## config.mk

```make
export PLATFORM = sky130hd
export DESIGN_NAME = fetch_stage
export DESIGN_NICKNAME = d
export VERILOG_FILES = /design/src/rtl/riscv_pkg.sv /design/src/rtl/if_id_reg.sv /design/src/rtl/fetch_stage.sv
export SDC_FILE = /design/constraint.sdc
export NUM_CORES = 1
export LEC_CHECK = 0
export ABC_AREA = 1
export BUFFER_PORTS_ARGS = -buffer_cell sky130_fd_sc_hd__buf_2
export CAP_MARGIN = 20
export CORE_MARGIN = 2
export CORE_UTILIZATION = 60
export DETAILED_ROUTE_END_ITERATION = 6
export PLACE_DENSITY = 0.88
export SKIP_LAST_GASP = 1
export SYNTH_ARGS = -nofsm -noshare
export SYNTH_HDL_FRONTEND = slang
export SYNTH_SLANG_ARGS = --single-unit
export TNS_END_PERCENT = 5
```

## constraint.sdc

```tcl
create_clock -name clk -period 2.8 [get_ports clk]
set_input_delay 0.28 -clock clk [delete_from_list [all_inputs] [get_ports clk]]
set_output_delay 0.28 -clock clk [all_outputs]
set_load 0.01 [all_outputs]
```

## src/rtl/riscv_pkg.sv

```systemverilog
// riscv_pkg: constants and fetch FSM encoding shared across the RV32I pipeline
package riscv_pkg;
    localparam logic [31:0] RV_RESET_PC = 32'h0000_0000;
    localparam logic [31:0] RV_NOP      = 32'h0000_0013;
    typedef enum logic [1:0] {FETCH_REQ, FETCH_WAIT, FETCH_HOLD} fetch_state_e;
endpackage

```

## src/rtl/if_id_reg.sv

```systemverilog
// if_id_reg: pipeline register with flush > stall > load > bubble priority
module if_id_reg #(
    parameter logic [31:0] NOP_INSTR = 32'h0000_0013
) (
    input  logic        clk,
    input  logic        reset_n,
    input  logic        flush_i,
    input  logic        stall_i,
    input  logic        load_i,
    input  logic [31:0] pc_i,
    input  logic [31:0] instr_i,
    output logic        valid_o,
    output logic [31:0] pc_o,
    output logic [31:0] instr_o
);
    logic        valid_d, valid_q;
    logic [31:0] pc_d, pc_q, instr_d, instr_q;

    always_comb begin
        valid_d = load_i;
        pc_d    = load_i ? pc_i : 32'h0;
        instr_d = load_i ? instr_i : NOP_INSTR;
        if (stall_i) {valid_d, pc_d, instr_d} = {valid_q, pc_q, instr_q};
        if (flush_i) {valid_d, pc_d, instr_d} = {1'b0, 32'h0, NOP_INSTR};
    end

    always_ff @(posedge clk) begin
        if (!reset_n) begin
            valid_q <= 1'b0;
            pc_q    <= 32'h0;
            instr_q <= NOP_INSTR;
        end else begin
            valid_q <= valid_d;
            pc_q    <= pc_d;
            instr_q <= instr_d;
        end
    end

    assign valid_o = valid_q;
    assign pc_o    = pc_q;
    assign instr_o = instr_q;
endmodule

```

## src/rtl/fetch_stage.sv

```systemverilog
// fetch_stage: IF stage - PC, single-outstanding imem request FSM, skid and IF/ID register
module fetch_stage
    import riscv_pkg::*;
#(
    parameter logic [31:0] RESET_PC  = RV_RESET_PC,
    parameter logic [31:0] NOP_INSTR = RV_NOP
) (
    input  logic        clk,
    input  logic        reset_n,
    input  logic        IF_ID_stall_i,
    input  logic        IF_ID_flush_i,
    input  logic        EX_pc_load_i,
    input  logic [31:0] EX_pc_target_i,
    output logic        imem_req_o,
    output logic [31:0] imem_addr_o,
    input  logic        imem_gnt_i,
    input  logic        imem_rvalid_i,
    input  logic [31:0] imem_rdata_i,
    output logic        IF_ID_valid_o,
    output logic [31:0] IF_ID_pc_o,
    output logic [31:0] IF_ID_instruction_o
);
    fetch_state_e state_d, state_q;
    logic        kill_d, kill_q, fire, load;
    logic [31:0] pc_d, pc_q, rsp_pc_d, rsp_pc_q, target, load_pc, load_instr;
    logic [31:0] skid_pc_d, skid_pc_q, skid_instr_d, skid_instr_q;

    assign target      = EX_pc_target_i & ~32'h3;
    assign imem_addr_o = pc_q;
    // A fresh request may ride on a usable response only when it will be consumed this cycle
    assign imem_req_o  = reset_n & ((state_q == FETCH_REQ) |
                         ((state_q == FETCH_WAIT) & imem_rvalid_i & !kill_q & !IF_ID_stall_i & !EX_pc_load_i));
    assign fire        = imem_req_o & imem_gnt_i;

    always_comb begin
        state_d      = state_q;
        pc_d         = fire ? pc_q + 32'd4 : pc_q;
        rsp_pc_d     = fire ? pc_q : rsp_pc_q;
        kill_d       = kill_q;
        skid_pc_d    = skid_pc_q;
        skid_instr_d = skid_instr_q;
        load         = 1'b0;
        load_pc      = rsp_pc_q;
        load_instr   = imem_rdata_i;
        case (state_q)
            FETCH_REQ: begin
                if (fire) state_d = FETCH_WAIT;
                if (EX_pc_load_i) begin
                    pc_d   = target;
                    kill_d = fire;
                end
            end
            FETCH_WAIT: begin
                if (!imem_rvalid_i) begin
                    if (EX_pc_load_i) begin
                        pc_d   = target;
                        kill_d = 1'b1;
                    end
                end else if (kill_q | EX_pc_load_i) begin
                    kill_d  = 1'b0;
                    state_d = FETCH_REQ;
                    if (EX_pc_load_i) pc_d = target;
                end else if (IF_ID_stall_i) begin
                    skid_pc_d    = rsp_pc_q;
                    skid_instr_d = imem_rdata_i;
                    state_d      = FETCH_HOLD;
                end else begin
                    load    = 1'b1;
                    state_d = fire ? FETCH_WAIT : FETCH_REQ;
                end
            end
            FETCH_HOLD: begin
                if (EX_pc_load_i) begin
                    pc_d    = target;
                    state_d = FETCH_REQ;
                end else if (!IF_ID_stall_i) begin
                    load       = 1'b1;
                    load_pc    = skid_pc_q;
                    load_instr = skid_instr_q;
                    state_d    = FETCH_REQ;
                end
            end
            default: state_d = FETCH_REQ;
        endcase
    end

    always_ff @(posedge clk) begin
        if (!reset_n) begin
            state_q      <= FETCH_REQ;
            pc_q         <= RESET_PC;
            kill_q       <= 1'b0;
            rsp_pc_q     <= 32'h0;
            skid_pc_q    <= 32'h0;
            skid_instr_q <= NOP_INSTR;
        end else begin
            state_q      <= state_d;
            pc_q         <= pc_d;
            kill_q       <= kill_d;
            rsp_pc_q     <= rsp_pc_d;
            skid_pc_q    <= skid_pc_d;
            skid_instr_q <= skid_instr_d;
        end
    end

    if_id_reg #(.NOP_INSTR(NOP_INSTR)) u_if_id (
        .clk     (clk),
        .reset_n (reset_n),
        .flush_i (IF_ID_flush_i | EX_pc_load_i),
        .stall_i (IF_ID_stall_i),
        .load_i  (load),
        .pc_i    (load_pc),
        .instr_i (load_instr),
        .valid_o (IF_ID_valid_o),
        .pc_o    (IF_ID_pc_o),
        .instr_o (IF_ID_instruction_o)
    );
endmodule

```

==> results of run 1 <==
==> flip-flops by register name (all words and copies together), names as in the netlist <==
register,count
u_if_id.valid_o,1
rsp_pc_q,32
skid_instr_q,32
kill_q,1
skid_pc_q,32
u_if_id.pc_o,32
u_if_id.instr_o,32
state_q,2
imem_addr_o,32
==> final cells by class <==
class / instances / area, µm² / share of cell area
sequential: 196 / 3920 / 0.386
multi-input combinational: 811 / 3850 / 0.378
inverter: 135 / 512 / 0.0503
tap: 180 / 225 / 0.0221
clock buffer: 18 / 439 / 0.0432
clock inverter: 14 / 246 / 0.0242
timing repair buffer: 179 / 982 / 0.0965
==> power groups by stage <==
stage	combinational (mW)	clock (mW)	sequential, mW
floorplan	0.944	0	3.26
global placement	1.32	0	3.27
detailed placement	1.36	0	3.27
CTS	1.38	2.83	3.21
global route	1.57	2.95	3.24
finish	1.40	2.81	3.22
==> worst max-delay path, cell delays in order (launching register included) <==
cell and delay (ns):
dfxtp_1 0.34, inv_1 0.08, ha_1 0.33, nand2_2 0.09, inv_2 0.09, nand3_2 0.08
nand2_4 0.12, nand3_4 0.20, buf_4 0.29, nor2_4 0.20, nand2_1 0.09, nand2_1 0.06
nand2_1 0.04, o21bai_1 0.14, inv_1 0.05
==> synthesized netlist by cell type (2+ instances only) <==
library cell and number:
nor2_1 55, nor3_1 5, o21ai_0 156, nor4_1 2, clkbuf_1 35, nand3_2 4
o21bai_1 2, nor2_4 9, xnor2_1 3, inv_2 6, nor2_2 5, a21oi_1 157
nand2_1 298, nand3_1 56, buf_1 3, buf_4 3, ha_1 5, buf_2 30
nand4_1 6, dfxtp_1 196, a31oi_1 4, inv_1 127, buf_6 2, o21ai_1 30
o22ai_1 3
==> metrics by stage <==
step,utilization,instances,setup WS (ns)
floorplan,-,1216,1.12
global placement,0.676,1499,0.121
detailed placement,0.676,1499,0.0414
CTS,0.725,1531,0.0230
global route,0.727,1533,0.260
finish,0.727,1533,0.495
==> cells by family (layout without fill, tap and decap cells) <==
| group | Yosys count | after routing |
|---|---|---|
| xor+xnor | 4 | 4 |
| buf+inv | 209 | 346 |
| fa+ha+maj | 5 | 5 |
| compound gates | 356 | 356 |
| flops | 196 | 196 |
| simple gates | 446 | 446 |
==> how the worst max path moves through the flow <==
| stage | start | end | slack (ns) |
|---|---|---|---|
| after floorplan | imem_addr_o[2] | imem_addr_o[20] | 1.12 |
| after global routing | state_q[1] | imem_addr_o[19] | 0.26 |
| final | state_q[1] | imem_addr_o[19] | 0.49 |
| after detailed placement | state_q[1] | imem_addr_o[29] | 0.04 |
| after CTS | state_q[1] | imem_addr_o[29] | 0.02 |
| after global placement | state_q[1] | imem_addr_o[31] | 0.12 |
==> per-layer routing <==
metal | part of all wire | vias up | global-route usage | wire (µm)
met1 | 0.44 | 3743 | 0.385 | 9770
met2 | 0.46 | 310 | 0.459 | 10000
met5 | 0 | - | 0 | 0
met3 | 0.075 | 50 | 0.0618 | 1640
li1 | - | 4183 | - | -
met4 | 0.024 | 0 | 0.108 | 518
==> out/metrics.yaml, run 1 <==
status:
  status: "completed"
yosys:
  synth_simple_gate_area_frac: 0.223
  synth_edf_count: 0
  synthTopCellsByArea: "dfxtp_1, nand2_1, a21oi_1"
  synth-warning-count: 0
  synth_xor_area_frac: 0.00406
  synth_mux_area_frac: 0
  yosys_register_bits: 196
  synth_fp_nets: 1292
  ys_seq_area_frac: 0.454
  syn_inst: 1216
  synth.top_cell.area_share: 0.454
  syn-cell-area_mm2: 0.00863
  synth-async-reset-ratio: 0
  yosysUniqueCellTypes: 39
  synth-compound-area-share: 0.210
  synth_ff_type: "dfxtp_1"
  synthAdderAreaFrac: 0.00725
  syn_avg_cell_area_um2: 7.10
  synth_top_family_by_area: "simple AND/OR/NAND/NOR gates"
  synth_largest_area_cell: "dfxtp_1"
drt:
  wirelength_um: 22000
  drcViolationCount: 0
  first_pass_iters: 5
  wl_per_cell_um: 14.3
  num_vias: 8286
  drtIter0Drc: 748
  via_per_inst: 5.41
  drtAntennaViolNets: 0
place:
  placed_cell_area_mm2: 0.00946
  finalWeightedCongestion: 0.913
  hpwlAfterDp_um: 14200
  port_buffers: 166
sta:
  worst_pin_slew_ns: 0.869
  min_period_ns: 2.31
  hold_viol: 0
  maxSlewHeadroom: 0.421
  fin_hold_ws_ns: 0.0826
  finalSetupTns_ns: 0
  maxSlewViolCount: 0
  skew_ns: 0.00648
  setup_viol_count_final: 0
  grt_setup_unrepaired: "false"
  fmax_ghz: 0.434
  period_share: 0.823
global_routing:
  antenna_found_initial: 0
  overflow: 0
  grt_max_degree: 123
  grt_pass1_wl_um: 35300
  track_usage: 0.288
  grt_pass1_vias: 7431
final_layout:
  syn_to_final_growth_pct: 17.9
  final_cell_mix: "nand2_1, dfxtp_1, buf_2"
  diodes: 0
  drive_gt1_frac: 0.180
  final_cell_area_mm2: 0.0102
  n_fill_cell: 1140
  final_common_cell: "nand2_1"
  final_nets: 1416
critical_path:
  critPathCaptureType: "register"
  critPathMaxFanout: 21
  r2r_start: "state_q[1]"
  cp.arrival_ns: 2.64
  reg2reg_slack_ns: 0.49
  startpoint_type: "register"
  critical_path_class: "reg2reg"
  cp.required_ns: 3.13
  worstReg2RegEnd: "imem_addr_o[19]"
  rr_worst_depth: 14
floorplan:
  die_w_um: 124
  ios: 169
  die_h_um: 124
  rows: 43
  die_area_mm2: 0.0154
  core_mm2: 0.0140
  initial_utilization: 0.617
min_path:
  min_from: "imem_rdata_i[1]"
  holdPathStages: 3
  hp-class: "in2reg"
  hold-path-endpoint: "skid_instr_q[1]"
cts:
  htreeDepth: 4
  holdBufCountCts: 0
  cts.path.max_buffers: 2
  clk_latency_ns: 0.43
  cts_sinks: 196
  cts_buffers: 17
  cts_setup_buffers: 0
  cts_root_buffer: "clkbuf_16"
  cts.clk_slew.worst_paths_ns: 0.07
  cts_tree: "done"
  cts.repair.resized: 0
flow_run:
  maxCapViolCount: 0
power:
  peakVddDrop_uv: 509
  intPower_mw: 5.18
  cellLeakagePower_nw: 4.19
  power.density_mw_per_mm2: 730
  total_power_mw: 7.43
  combPwrFrac: 0.188
  p_switching_mw: 2.26
  clock_power_share: 0.378
  swShare: 0.304
  seqPwrFrac: 0.434
Power figures use the tool's default switching activity.
==> run 2, diff against run 1 <==
- CORE_UTILIZATION: 60 -> 55
- PLACE_DENSITY: 0.88 -> 0.82
- clock period: 2.8 -> 2.34 ns (I/O delays scaled with it)
==> out/metrics.yaml, run 2 (same netlist as run 1, synthesis figures left out) <==
status:
  status: "completed"
critical_path:
  cp_common_cell: "nand2_1"
  r2r_start: "state_q[1]"
  critPathMaxFanout: 23
  cp.required_ns: 2.69
  max_stage_delay_ns: 0.39
  rr_worst_depth: 12
  startpoint_type: "register"
  reg2reg_slack_ns: 0.12
  cp.arrival_ns: 2.57
  crit_path_top_delay_cell: "inv_2"
  critPathCaptureType: "register"
  worstReg2RegEnd: "u_if_id.instr_o[7]"
  critical_path_class: "reg2reg"
  crit_chain: "inv_1, ha_1, buf_4, nand2_2, inv_2, nand2_1, nand2_1, nand3_2, inv_2, buf_4, nand2_1, a21oi_1"
drt:
  num_vias: 8143
  drtIter0Drc: 585
  drtAntennaViolNets: 0
  wl_per_cell_um: 13.7
  first_pass_iters: 5
  via_per_inst: 5.20
  wirelength_um: 21500
  drcViolationCount: 0
global_routing:
  grt_pass1_vias: 7051
  overflow: 0
  antenna_found_initial: 0
  grt_pass1_wl_um: 34300
  grt_max_degree: 131
  track_usage: 0.256
final_layout:
  final_nets: 1419
  final_util: 0.662
  n_fill_cell: 1389
  final_cell_mix: "nand2_1, dfxtp_1, buf_2"
  final_common_cell: "nand2_1"
  multi_input_area_mm2: 0.00385
  final_cell_area_mm2: 0.0101
  syn_to_final_growth_pct: 17.1
  seq_area_mm2: 0.00392
  diodes: 0
  drive_gt1_frac: 0.180
power:
  power.density_mw_per_mm2: 819
  peakVddDrop_uv: 598
  cellLeakagePower_nw: 4.14
sta:
  min_period_ns: 2.22
  period_share: 0.948
  fmax_ghz: 0.451
  hold_viol: 0
  setup_viol_count_final: 0
  maxSlewHeadroom: 0.381
  grt_setup_unrepaired: "true"
  worst_pin_slew_ns: 0.929
  skew_ns: 0.00821
  maxSlewViolCount: 0
floorplan:
  die_h_um: 129
  ios: 169
  initial_utilization: 0.566
  die_w_um: 129
  core_mm2: 0.0153
  die_area_mm2: 0.0167
  rows: 45
place:
  port_buffers: 166
  placed_cell_area_mm2: 0.00953
  finalWeightedCongestion: 0.888
  hpwlAfterDp_um: 14200
cts:
  clk_latency_ns: 0.43
  cts_tree: "done"
  htreeDepth: 4
  cts_sinks: 196
  cts_setup_buffers: 0
  cts_buffers: 17
  cts.clk_slew.worst_paths_ns: 0.06
  cts.path.max_buffers: 2
  cts_root_buffer: "clkbuf_16"
min_path:
  holdPathStages: 3
  min_from: "IF_ID_flush_i"
  hold-path-endpoint: "u_if_id.instr_o[4]"
  hp-class: "in2reg"
flow_run:
  maxCapViolCount: 0
==> run 2: worst max-delay path by stage <==
stage	from	end	slack [ns]	cells after the start
5_1_grt	state_q[1]	u_if_id.pc_o[29]	-0.05	12
3_3_place_gp	state_q[0]	imem_addr_o[21]	-0.15	8
6_report	state_q[1]	u_if_id.instr_o[7]	0.12	12
2_1_floorplan	imem_addr_o[2]	imem_addr_o[20]	0.66	10
3_5_place_dp	state_q[0]	imem_addr_o[22]	-0.32	8
4_1_cts	state_q[0]	imem_addr_o[22]	0.13	8
==> run 2: worst max-delay path, delay by kind of cell, from the launching register on <==
| family | cells | cell delay, ns |
|---|---|---|
| DFF | 1 | 0.34 |
| and+or+nand+nor | 5 | 0.49 |
| buffers and inverters | 5 | 0.97 |
| adders and majority gates | 1 | 0.18 |
| AOI/OAI and AO/OA | 1 | 0.15 |
==> run 2: layout make-up <==
cell class,instances,area share
multi-input combinational,811,0.381
inverter,135,0.0506
clock inverter,7,0.00483
tap,211,0.0261
sequential,196,0.388
clock buffer,24,0.0496
timing repair buffer,182,0.0990
==> run 2: timing repair <==
item | 4_1_cts | 5_1_grt
hold buffers | 0 | 0
gates resized for setup | 1 | 1
pin swaps | 0 | 0
setup endpoints to repair | 9 | 28
==> run 2: report_power, final <==
group          total (mW)  switching, mW  leakage (nW)  internal [mW]
clock network        2.74           1.24         0.260           1.49
registers            3.85          0.266          1.59           3.59
logic                1.69           1.12          2.29          0.574
==> run 2: routing by layer <==
layer,up-vias,global-route usage,wire length (µm)
met5,-,0,0
met4,0,0.0850,340
met2,263,0.393,9580
met1,3655,0.366,10400
li1,4194,-,-
met3,31,0.0454,1250
==> run 2: metrics by stage <==
| stage | setup WS (ns) | instances | setup TNS (ns) | hold slack, ns | power, mW |
|---|---|---|---|---|---|
| floorplan | 0.663 | 1216 | 0 | 0.354 | 5.03 |
| global placement | -0.152 | 1534 | -1.32 | 0.433 | 5.53 |
| detailed placement | -0.317 | 1534 | -2.57 | 0.439 | 5.58 |
| CTS | 0.128 | 1565 | 0 | 0.0177 | 8.28 |
| global route | -0.0524 | 1566 | -0.568 | 0.0365 | 8.70 |
| finish | 0.121 | 1566 | 0 | 0.0340 | 8.28 |
